**src/rtl/constraint_checker_seq.sv**
```systemverilog
// constraint_checker_seq: table-programmed sequential constraint checker.
// One candidate sample is latched, then one table entry is evaluated per clock.
// The result (pass / lowest failing index) is held until the sink accepts it,
// at which point the saturating pass/fail statistics counters advance.
// Optional build macro: CCHK_EARLY_EXIT_EN -- stop evaluating at the first
// failing entry (latency fail_idx+1); when undefined every entry is evaluated.
module constraint_checker_seq #(
    parameter int unsigned NUM_VARS = 20,
    parameter int unsigned VAR_W    = 32,
    parameter int unsigned NUM_CONS = 20,
    localparam int unsigned IDX_W   = $clog2(NUM_VARS),
    localparam int unsigned CID_W   = (NUM_CONS > 1) ? $clog2(NUM_CONS) : 1,
    localparam int unsigned CFG_W   = 6 + 2 * IDX_W + VAR_W
) (
    input  logic                      clk,
    input  logic                      rst_n,
    input  logic                      cfg_we,
    input  logic [CID_W-1:0]          cfg_addr,
    input  logic [CFG_W-1:0]          cfg_wdata,
    output logic                      cfg_err,
    input  logic                      in_valid,
    output logic                      in_ready,
    input  logic [NUM_VARS*VAR_W-1:0] in_vars,
    output logic                      out_valid,
    input  logic                      out_ready,
    output logic                      out_pass,
    output logic [CID_W-1:0]          out_fail_idx,
    output logic [31:0]               pass_cnt,
    output logic [31:0]               fail_cnt
);

    typedef enum logic [1:0] {StIdle, StEval, StDone} state_e;

    // Field positions inside cfg_wdata: {en, inv, use_k, op[2:0], idx_a, idx_b, k}
    localparam int unsigned EnBit   = CFG_W - 1;
    localparam int unsigned InvBit  = CFG_W - 2;
    localparam int unsigned UseKBit = CFG_W - 3;
    localparam int unsigned OpLsb   = CFG_W - 6;
    localparam int unsigned IdxALsb = VAR_W + IDX_W;
    localparam int unsigned IdxBLsb = VAR_W;

    // Constraint table
    logic             tbl_en    [NUM_CONS];
    logic             tbl_inv   [NUM_CONS];
    logic             tbl_use_k [NUM_CONS];
    logic [2:0]       tbl_op    [NUM_CONS];
    logic [IDX_W-1:0] tbl_idx_a [NUM_CONS];
    logic [IDX_W-1:0] tbl_idx_b [NUM_CONS];
    logic [VAR_W-1:0] tbl_k     [NUM_CONS];

    logic [VAR_W-1:0] vars_q [NUM_VARS];

    state_e           state_q;
    logic [CID_W-1:0] cnt_q;
    logic             fail_seen_q;
    logic [CID_W-1:0] fail_idx_q;

    logic             cfg_ok;
    logic             accept;
    logic             last_entry;
    logic             early_stop;
    logic [VAR_W-1:0] op_a;
    logic [VAR_W-1:0] op_b;
    logic [VAR_W-1:0] sum;
    logic [VAR_W-1:0] diff;
    logic [VAR_W-1:0] shl;
    logic             f;
    logic             r;
    logic             pass_final;
    logic [CID_W-1:0] idx_final;

    // Writes are accepted only while idle and for an in-range address
    assign cfg_ok     = cfg_we && (state_q == StIdle) && (32'(cfg_addr) < NUM_CONS);
    assign accept     = in_valid && in_ready;
    assign last_entry = (cnt_q == CID_W'(NUM_CONS - 1));

    // Enable bit is the only table state that needs a reset value
    always_ff @(posedge clk) begin
        if (!rst_n) begin
            for (int i = 0; i < int'(NUM_CONS); i++) begin
                tbl_en[i] <= 1'b0;
            end
        end else if (cfg_ok) begin
            tbl_en[cfg_addr] <= cfg_wdata[EnBit];
        end
    end

    // Remaining table fields are don't-care while the entry is disabled
    always_ff @(posedge clk) begin
        if (cfg_ok) begin
            tbl_inv[cfg_addr]   <= cfg_wdata[InvBit];
            tbl_use_k[cfg_addr] <= cfg_wdata[UseKBit];
            tbl_op[cfg_addr]    <= cfg_wdata[OpLsb +: 3];
            tbl_idx_a[cfg_addr] <= cfg_wdata[IdxALsb +: IDX_W];
            tbl_idx_b[cfg_addr] <= cfg_wdata[IdxBLsb +: IDX_W];
            tbl_k[cfg_addr]     <= cfg_wdata[VAR_W-1:0];
        end
    end

    // Latch the candidate sample on acceptance so the source may move on
    always_ff @(posedge clk) begin
        if (accept) begin
            for (int i = 0; i < int'(NUM_VARS); i++) begin
                vars_q[i] <= in_vars[i*VAR_W +: VAR_W];
            end
        end
    end

    // Evaluate the table entry addressed by the current step counter
    always_comb begin
        op_a = (32'(tbl_idx_a[cnt_q]) < NUM_VARS) ? vars_q[tbl_idx_a[cnt_q]] : '0;
        if (tbl_use_k[cnt_q]) begin
            op_b = tbl_k[cnt_q];
        end else begin
            op_b = (32'(tbl_idx_b[cnt_q]) < NUM_VARS) ? vars_q[tbl_idx_b[cnt_q]] : '0;
        end
        sum  = op_a + op_b;
        diff = op_a - op_b;
        shl  = op_a << op_b[4:0];
        f    = 1'b0;
        case (tbl_op[cnt_q])
            3'd0:    f = |sum;
            3'd1:    f = |diff;
            3'd2:    f = |(op_a | op_b);
            3'd3:    f = |(op_a ^ op_b);
            3'd4:    f = (op_a != op_b);
            3'd5:    f = !((|op_a) && (|op_b));
            3'd6:    f = |shl;
            default: f = (|op_a) || (|op_b);
        endcase
        r          = !tbl_en[cnt_q] || (f ^ tbl_inv[cnt_q]);
        // Fold in the entry being evaluated this cycle
        pass_final = !fail_seen_q && r;
        idx_final  = fail_seen_q ? fail_idx_q : cnt_q;
    end

`ifdef CCHK_EARLY_EXIT_EN
    assign early_stop = !r;
`else
    assign early_stop = 1'b0;
`endif

    // Main FSM with registered handshake outputs, result and statistics
    always_ff @(posedge clk) begin
        if (!rst_n) begin
            state_q      <= StIdle;
            cnt_q        <= '0;
            fail_seen_q  <= 1'b0;
            fail_idx_q   <= '0;
            in_ready     <= 1'b1;
            out_valid    <= 1'b0;
            out_pass     <= 1'b0;
            out_fail_idx <= '0;
            cfg_err      <= 1'b0;
            pass_cnt     <= '0;
            fail_cnt     <= '0;
        end else begin
            cfg_err <= cfg_we && !cfg_ok;
            case (state_q)
                StIdle: begin
                    if (accept) begin
                        state_q     <= StEval;
                        cnt_q       <= '0;
                        fail_seen_q <= 1'b0;
                        fail_idx_q  <= '0;
                        in_ready    <= 1'b0;
                    end
                end
                StEval: begin
                    // Only the first failure is recorded
                    if (!r && !fail_seen_q) begin
                        fail_seen_q <= 1'b1;
                        fail_idx_q  <= cnt_q;
                    end
                    if (last_entry || early_stop) begin
                        state_q      <= StDone;
                        out_valid    <= 1'b1;
                        out_pass     <= pass_final;
                        out_fail_idx <= pass_final ? '0 : idx_final;
                    end else begin
                        cnt_q <= cnt_q + 1'b1;
                    end
                end
                StDone: begin
                    if (out_ready) begin
                        state_q   <= StIdle;
                        out_valid <= 1'b0;
                        in_ready  <= 1'b1;
                        if (out_pass) begin
                            pass_cnt <= (pass_cnt == '1) ? pass_cnt : pass_cnt + 1'b1;
                        end else begin
                            fail_cnt <= (fail_cnt == '1) ? fail_cnt : fail_cnt + 1'b1;
                        end
                    end
                end
                default: state_q <= StIdle;
            endcase
        end
    end

endmodule

```
**config.mk**
```make
export PLATFORM = sky130hd
export DESIGN_NAME = constraint_checker_seq
export DESIGN_NICKNAME = d
export VERILOG_FILES = /design/src/rtl/constraint_checker_seq.sv
export SDC_FILE = /design/constraint.sdc
export NUM_CORES = 2
export LEC_CHECK = 0
export BUFFER_PORTS_ARGS = -buffer_cell sky130_fd_sc_hd__clkbuf_2
export CAP_MARGIN = 20
export CORE_AREA = 2 2 518 520
export CTS_CLUSTER_SIZE = 25
export DETAILED_ROUTE_END_ITERATION = 8
export DIE_AREA = 0 0 520 522
export PLACE_DENSITY_LB_ADDON = 0.05
export SYNTH_ARGS = -nofsm -noshare
export SYNTH_HDL_FRONTEND = slang
export SYNTH_SLANG_ARGS = --single-unit
```
**constraint.sdc**
```tcl
create_clock -name clk -period 19.95 [get_ports clk]
set_clock_uncertainty 0.05 [all_clocks]
set_input_delay 2.9925 -clock clk [delete_from_list [all_inputs] [get_ports clk]]
set_output_delay 2.9925 -clock clk [all_outputs]
set_load 0.005 [all_outputs]
```
== Yosys cells after proc, flatten, opt, wreduce, memory -nomap -nowiden ==
Memories as Yosys holds them, arrays and structs flattened. A register that Yosys moved wholly into a read port is not among the register bits.
Cells that the tools add are included.
Storage, ports and cells
  memories: 8
  word-level logic and storage cells: 133
  register bits after elaboration: 86
  RAM bits: 1600
  bits of input ports: 698
Operators by class
  order comparisons: 3
  equality and inequality tests: 17
  add/subtract/negate cells: 5
  muxes and demuxes: 47
  shifts and indexed selects: 1
  reductions and logical operators: 35
  bitwise logic cells: 6
Memory list
  tbl_k: depth 20, bits a word 32, read ports 1, clocked after memory_dff 1, wr ports 1, line 49  | logic [VAR_W-1:0] tbl_k [NUM_CONS];
  vars_q: depth 20, bits a word 32, read ports 2, clocked after memory_dff 0, wr ports 20, line 51  | logic [VAR_W-1:0] vars_q [NUM_VARS];
  tbl_idx_a: depth 20, bits a word 5, read ports 1, clocked after memory_dff 1, wr ports 1, line 47  | logic [IDX_W-1:0] tbl_idx_a [NUM_CONS];
  tbl_idx_b: depth 20, bits a word 5, read ports 1, clocked after memory_dff 1, wr ports 1, line 48  | logic [IDX_W-1:0] tbl_idx_b [NUM_CONS];
  tbl_op: depth 20, bits a word 3, read ports 1, clocked after memory_dff 1, wr ports 1, line 46  | logic [2:0] tbl_op [NUM_CONS];
  tbl_en: depth 20, bits a word 1, read ports 1, clocked after memory_dff 1, wr ports 20, line 43  | logic tbl_en [NUM_CONS];
  2 more memories
Operators by type and width (number)
  32-bit OR reduction: 7
  5-bit 2-to-1 mux: 20
  32-bit 2-to-1 mux: 3
  32-bit by 1-bit adder with 32-bit output, second input constant: 2
  32-bit == test, second input constant: 2
  32-bit adder: 1
  32-bit inequality test: 1
  32-bit bitwise OR: 1
  32-bit by 5-bit left shift with 32-bit output: 1
  32-bit subtractor: 1
  32-bit bitwise XOR: 1
  5-bit case mux with 2 select lines: 2
  5-bit less-than comparator, second input constant: 3
  3-bit AND reduction: 5
  1-bit 2-to-1 mux: 14
  2-bit inequality test, second input constant: 5
  3-bit == test, second input constant: 3
  4-bit AND reduction: 2
  1-bit logical AND: 7
  1-bit case mux with 7 select lines: 1
  3-bit by 2-bit == test with 1-bit output, second input constant: 2
  2-bit 2-to-1 mux: 3
  1-bit case mux with 2 select lines: 3
  2-bit case mux with 3 select lines: 1
  other kinds (14): 23

== Depth between registers and ports, before layout ==
  depth after elaboration: 13
  depth in mapped cells: 38
  depth with buffers taken out: 31

== Least setup slack after synthesis ==
OpenSTA, ideal clock, no wires.
  kind: in2reg
  start: in in_valid
  end: mem vars_q[0][0], enable pin
  arrival time: 15.409 ns
  required time: 18.917 ns
  setup slack: 3.507 ns
  buffers on the path: 0
  stages on the path: 2
  cells stage by stage: nand2_1 inv_1
RTL lines
  from (decl): line 21  | input logic in_valid,
  to (decl): line 51

==> impl_metrics.py <==
metrics = {
    "outcome": {
        "status": "finished with violations",
        "violations": "design-rule violations",
    },
    "sta": {
        "fin_crit_sh": 0.6030,
        "hold_violations": 0,
        "period_minus_slack_ns": 12.03,
        "slew_viol_final": 0,
        "hold_slack_ns": 0.4155,
        "finalSetupViolations": 0,
        "setup_tns_ns": 0,
        "worst_pin_slew_ns": 1.252,
        "rsz0062_at_grt": "false",
        "timing.slew.headroom": 0.1617,
        "clock.fmax_mhz": 83.12,
        "layout_setup_ws_ns": 7.920,
    },
    "setup_path": {
        "r2r_slack_ns": 7.92,
        "cp_data_required_time_ns": 20.64,
        "r2r_end": "fail_idx_q[3]$_SDFFE_PN0P_",
        "worstRegToRegCells": 31,
        "crit_fanout": 121,
        "critPathSlowestCell": "buf_4",
        "cpPeakStageDelay_ns": 0.74,
        "critPathKind": "flop to flop",
        "crit_path_start_kind": "flop",
        "cp-end-kind": "flop",
        "path_common_cell": "nor4_1",
        "crit_arrival_ns": 12.72,
    },
    "pwr": {
        "p_sw_uw": 2355,
        "ir_drop_mv": 0.06335,
        "clkPwrFrac": 0.400,
        "swShare": 0.2717,
        "internal-power_uw": 6314,
        "seqPwrFrac": 0.481,
        "power_density_mw_per_mm2": 92.80,
        "total_power_uw": 8669,
        "p_leak_uw": 0.03253,
        "power_frac_comb": 0.119,
    },
    "synth": {
        "yosysTopAreaCell": "edfxtp_1",
        "synthCells": 5846,
        "yosys.area_share.adder": 0.01598,
        "synth-edff-count": 1592,
        "synth_compound_area_frac": 0.1120,
        "netlist.area_leader.share": 0.6032,
        "synth_top_cells_by_count": "edfxtp_1 (1592), nand2_1 (782), a21oi_1 (362)",
        "yosys.area_share.simple": 0.09683,
        "synth_seq_cells": 1703,
        "synthArstFlopShare": 0,
        "ys_dominant_reg_cell": "edfxtp_1",
        "synth_top_family_by_area": "compound AO/OA/AOI/OAI gates",
        "yosys-top-cells-area": "edfxtp_1 (60%), mux4_2 (7.8%), nand2_1 (3.7%)",
        "synth_most_common_cell": "edfxtp_1",
        "yosysWarnings": 0,
        "synth_xor_area_frac": 0.009030,
        "ys_seq_area_frac": 0.6312,
        "synth_area_per_cell_um2": 13.56,
        "yosysUniqueCellTypes": 103,
        "synthMuxAreaShare": 0.1057,
        "synth_area_mm2": 0.07926,
    },
    "floorplan": {
        "ios": 771,
        "rows": 190,
        "die_h_um": 522,
        "die_area_mm2": 0.2714,
        "die_x_um": 520,
        "core_mm2": 0.2665,
        "start_util": 0.2974,
    },
    "layout": {
        "nets": 7394,
        "area_growth_pct": 17.87,
        "stdcell_area_mm2": 0.09342,
        "drive_gt1_frac": 0.2381,
    },
    "detailed_routing": {
        "drc": 228,
        "wire_per_inst_um": 37.68,
        "num_vias": 58920,
        "avgViaCountPerCell": 5.716,
        "antenna_left": 0,
        "first_iter_violations": 7753,
        "routed_wl_um": 388400,
        "firstDrtPassIters": 9,
    },
    "clocking": {
        "cts_made_buffers": 197,
        "htreeDepth": 4,
        "cts_resized": 0,
        "cts_buffer_depth": 4,
        "numClockSinks": 1703,
        "postCtsSetupRepairBufs": 0,
        "clockRootBuffer": "clkbuf_16",
        "worstSkewPairLatency_ns": 0.90,
        "cts_tree": "done",
        "cts.clk_slew.worst_paths_ns": 0.06,
        "postCtsHoldBufs": 0,
    },
    "global_route": {
        "grt_pass1_vias": 57430,
        "grt_pass1_wl_um": 516300,
        "antenna_found_initial": 43,
        "grt_overflow": 0,
        "track_usage": 0.2782,
        "grt_max_degree": 190,
    },
    "worst_hold_path": {
        "min_to": "fail_idx_q[1]$_SDFFE_PN0P_",
        "hold_path_startpoint": "fail_idx_q[1]$_SDFFE_PN0P_",
        "worstHoldPathType": "flop to flop",
        "min_path_cells": 2,
    },
    "placed_design": {
        "place_ws_ns": 8.288,
        "place_area_mm2": 0.08741,
        "hpwl_um": 271500,
        "io_buffers": 770,
        "gp_congestion": 0.9840,
    },
    "job": {
        "maxCapViolCount": 0,
    },
}
==> flip-flops by register name (all words and copies together), names as in the netlist, 2 cells and up, named ones only <==
register / count
tbl_use_k: 20
fail_idx_q: 5
tbl_inv: 20
vars_q: 640
tbl_op: 60
state_q: 2
out_fail_idx: 5
tbl_idx_b: 100
tbl_k: 640
fail_cnt: 32
tbl_idx_a: 100
pass_cnt: 32
tbl_en: 32
cnt_q: 5
==> power by group through the flow <==
| stage | Combinational, uW | Sequential [uW] | Clock, uW |
|---|---|---|---|
| 2_1_floorplan | 542 | 4190 | 0 |
| 3_3_place_gp | 1020 | 4240 | 0 |
| 3_5_place_dp | 1010 | 4230 | 0 |
| 4_1_cts | 1010 | 4160 | 3560 |
| 5_1_grt | 1070 | 4160 | 3690 |
| 6_report | 1030 | 4170 | 3470 |
==> critical path, delay by kind of cell, from the launching register on <==
| family | cells | cell delay (ns) |
|---|---|---|
| fa+ha+maj | 1 | 0.63 |
| simple gates | 10 | 3.29 |
| compound gates | 11 | 3.68 |
| xor+xnor | 1 | 0.15 |
| mux | 3 | 0.70 |
| buf+inv | 5 | 2.39 |
| flops | 1 | 0.52 |
==> layer usage <==
metal,share of wire,track usage,vias to the layer above
li1,-,-,24410
met1,0.40,0.3535,30540
met2,0.46,0.4497,3152
met3,0.069,0.04912,798
met4,0.065,0.1539,20
met5,0.00031,0,-
==> cells in the final DEF (no fill, tap or decap), types with 115 or more instances in the layout <==
master,n
nand3_1,215
o21ai_0,181
nor2_1,215
clkbuf_16,199
mux4_2,274
clkbuf_2,770
mux2i_1,189
a21oi_1,362
nand2_1,779
inv_1,115
buf_4,151
edfxtp_1,1592
==> how the worst max path moves through the flow <==
| stage | startpoint | cells past startpoint | slack (ns) | endpoint |
|---|---|---|---|---|
| after floorplan | in_valid | 2 | 3.51 | vars_q[0][0]$_DFFE_PP_ |
| after global placement | flop | 32 | 7.31 | out_fail_idx[4]$_SDFFE_PN0P_ |
| after detailed placement | flop | 31 | 8.29 | out_fail_idx[0]$_SDFFE_PN0P_ |
| after CTS | flop | 31 | 8.13 | out_fail_idx[0]$_SDFFE_PN0P_ |
| after global routing | flop | 31 | 7.39 | out_fail_idx[0]$_SDFFE_PN0P_ |
| final | flop | 31 | 7.92 | fail_idx_q[3]$_SDFFE_PN0P_ |
==> layout make-up <==
class / count / area, um^2
fillers: 25960 / 173100
diodes: 13 / 32.53
flip-flops and latches: 1703 / 50050
inverters: 123 / 474.2
multi-input cells: 3639 / 27260
clock buffers: 244 / 5189
repair buffers: 932 / 5184
well taps: 3552 / 4444
clock inverters: 103 / 793.3
==> cell families (layout without fill, tap and decap cells) <==
group,count (synthesis),count (layout)
flops,1703,1703
simple gates,1671,1671
compound gates,1285,1285
buf+inv,515,1402
mux,491,491
fa+ha+maj,100,100
xor+xnor,80,80
other cells,1,25
==> per-stage QoR <==
stage	cells	util
after global placement	9945	0.3278
final	10310	0.3506
after global routing	10300	0.3505
after floorplan	5857	-
after detailed placement	9949	0.3280
after CTS	10300	0.3504
Note: power is estimated with default switching activity, not from simulation.
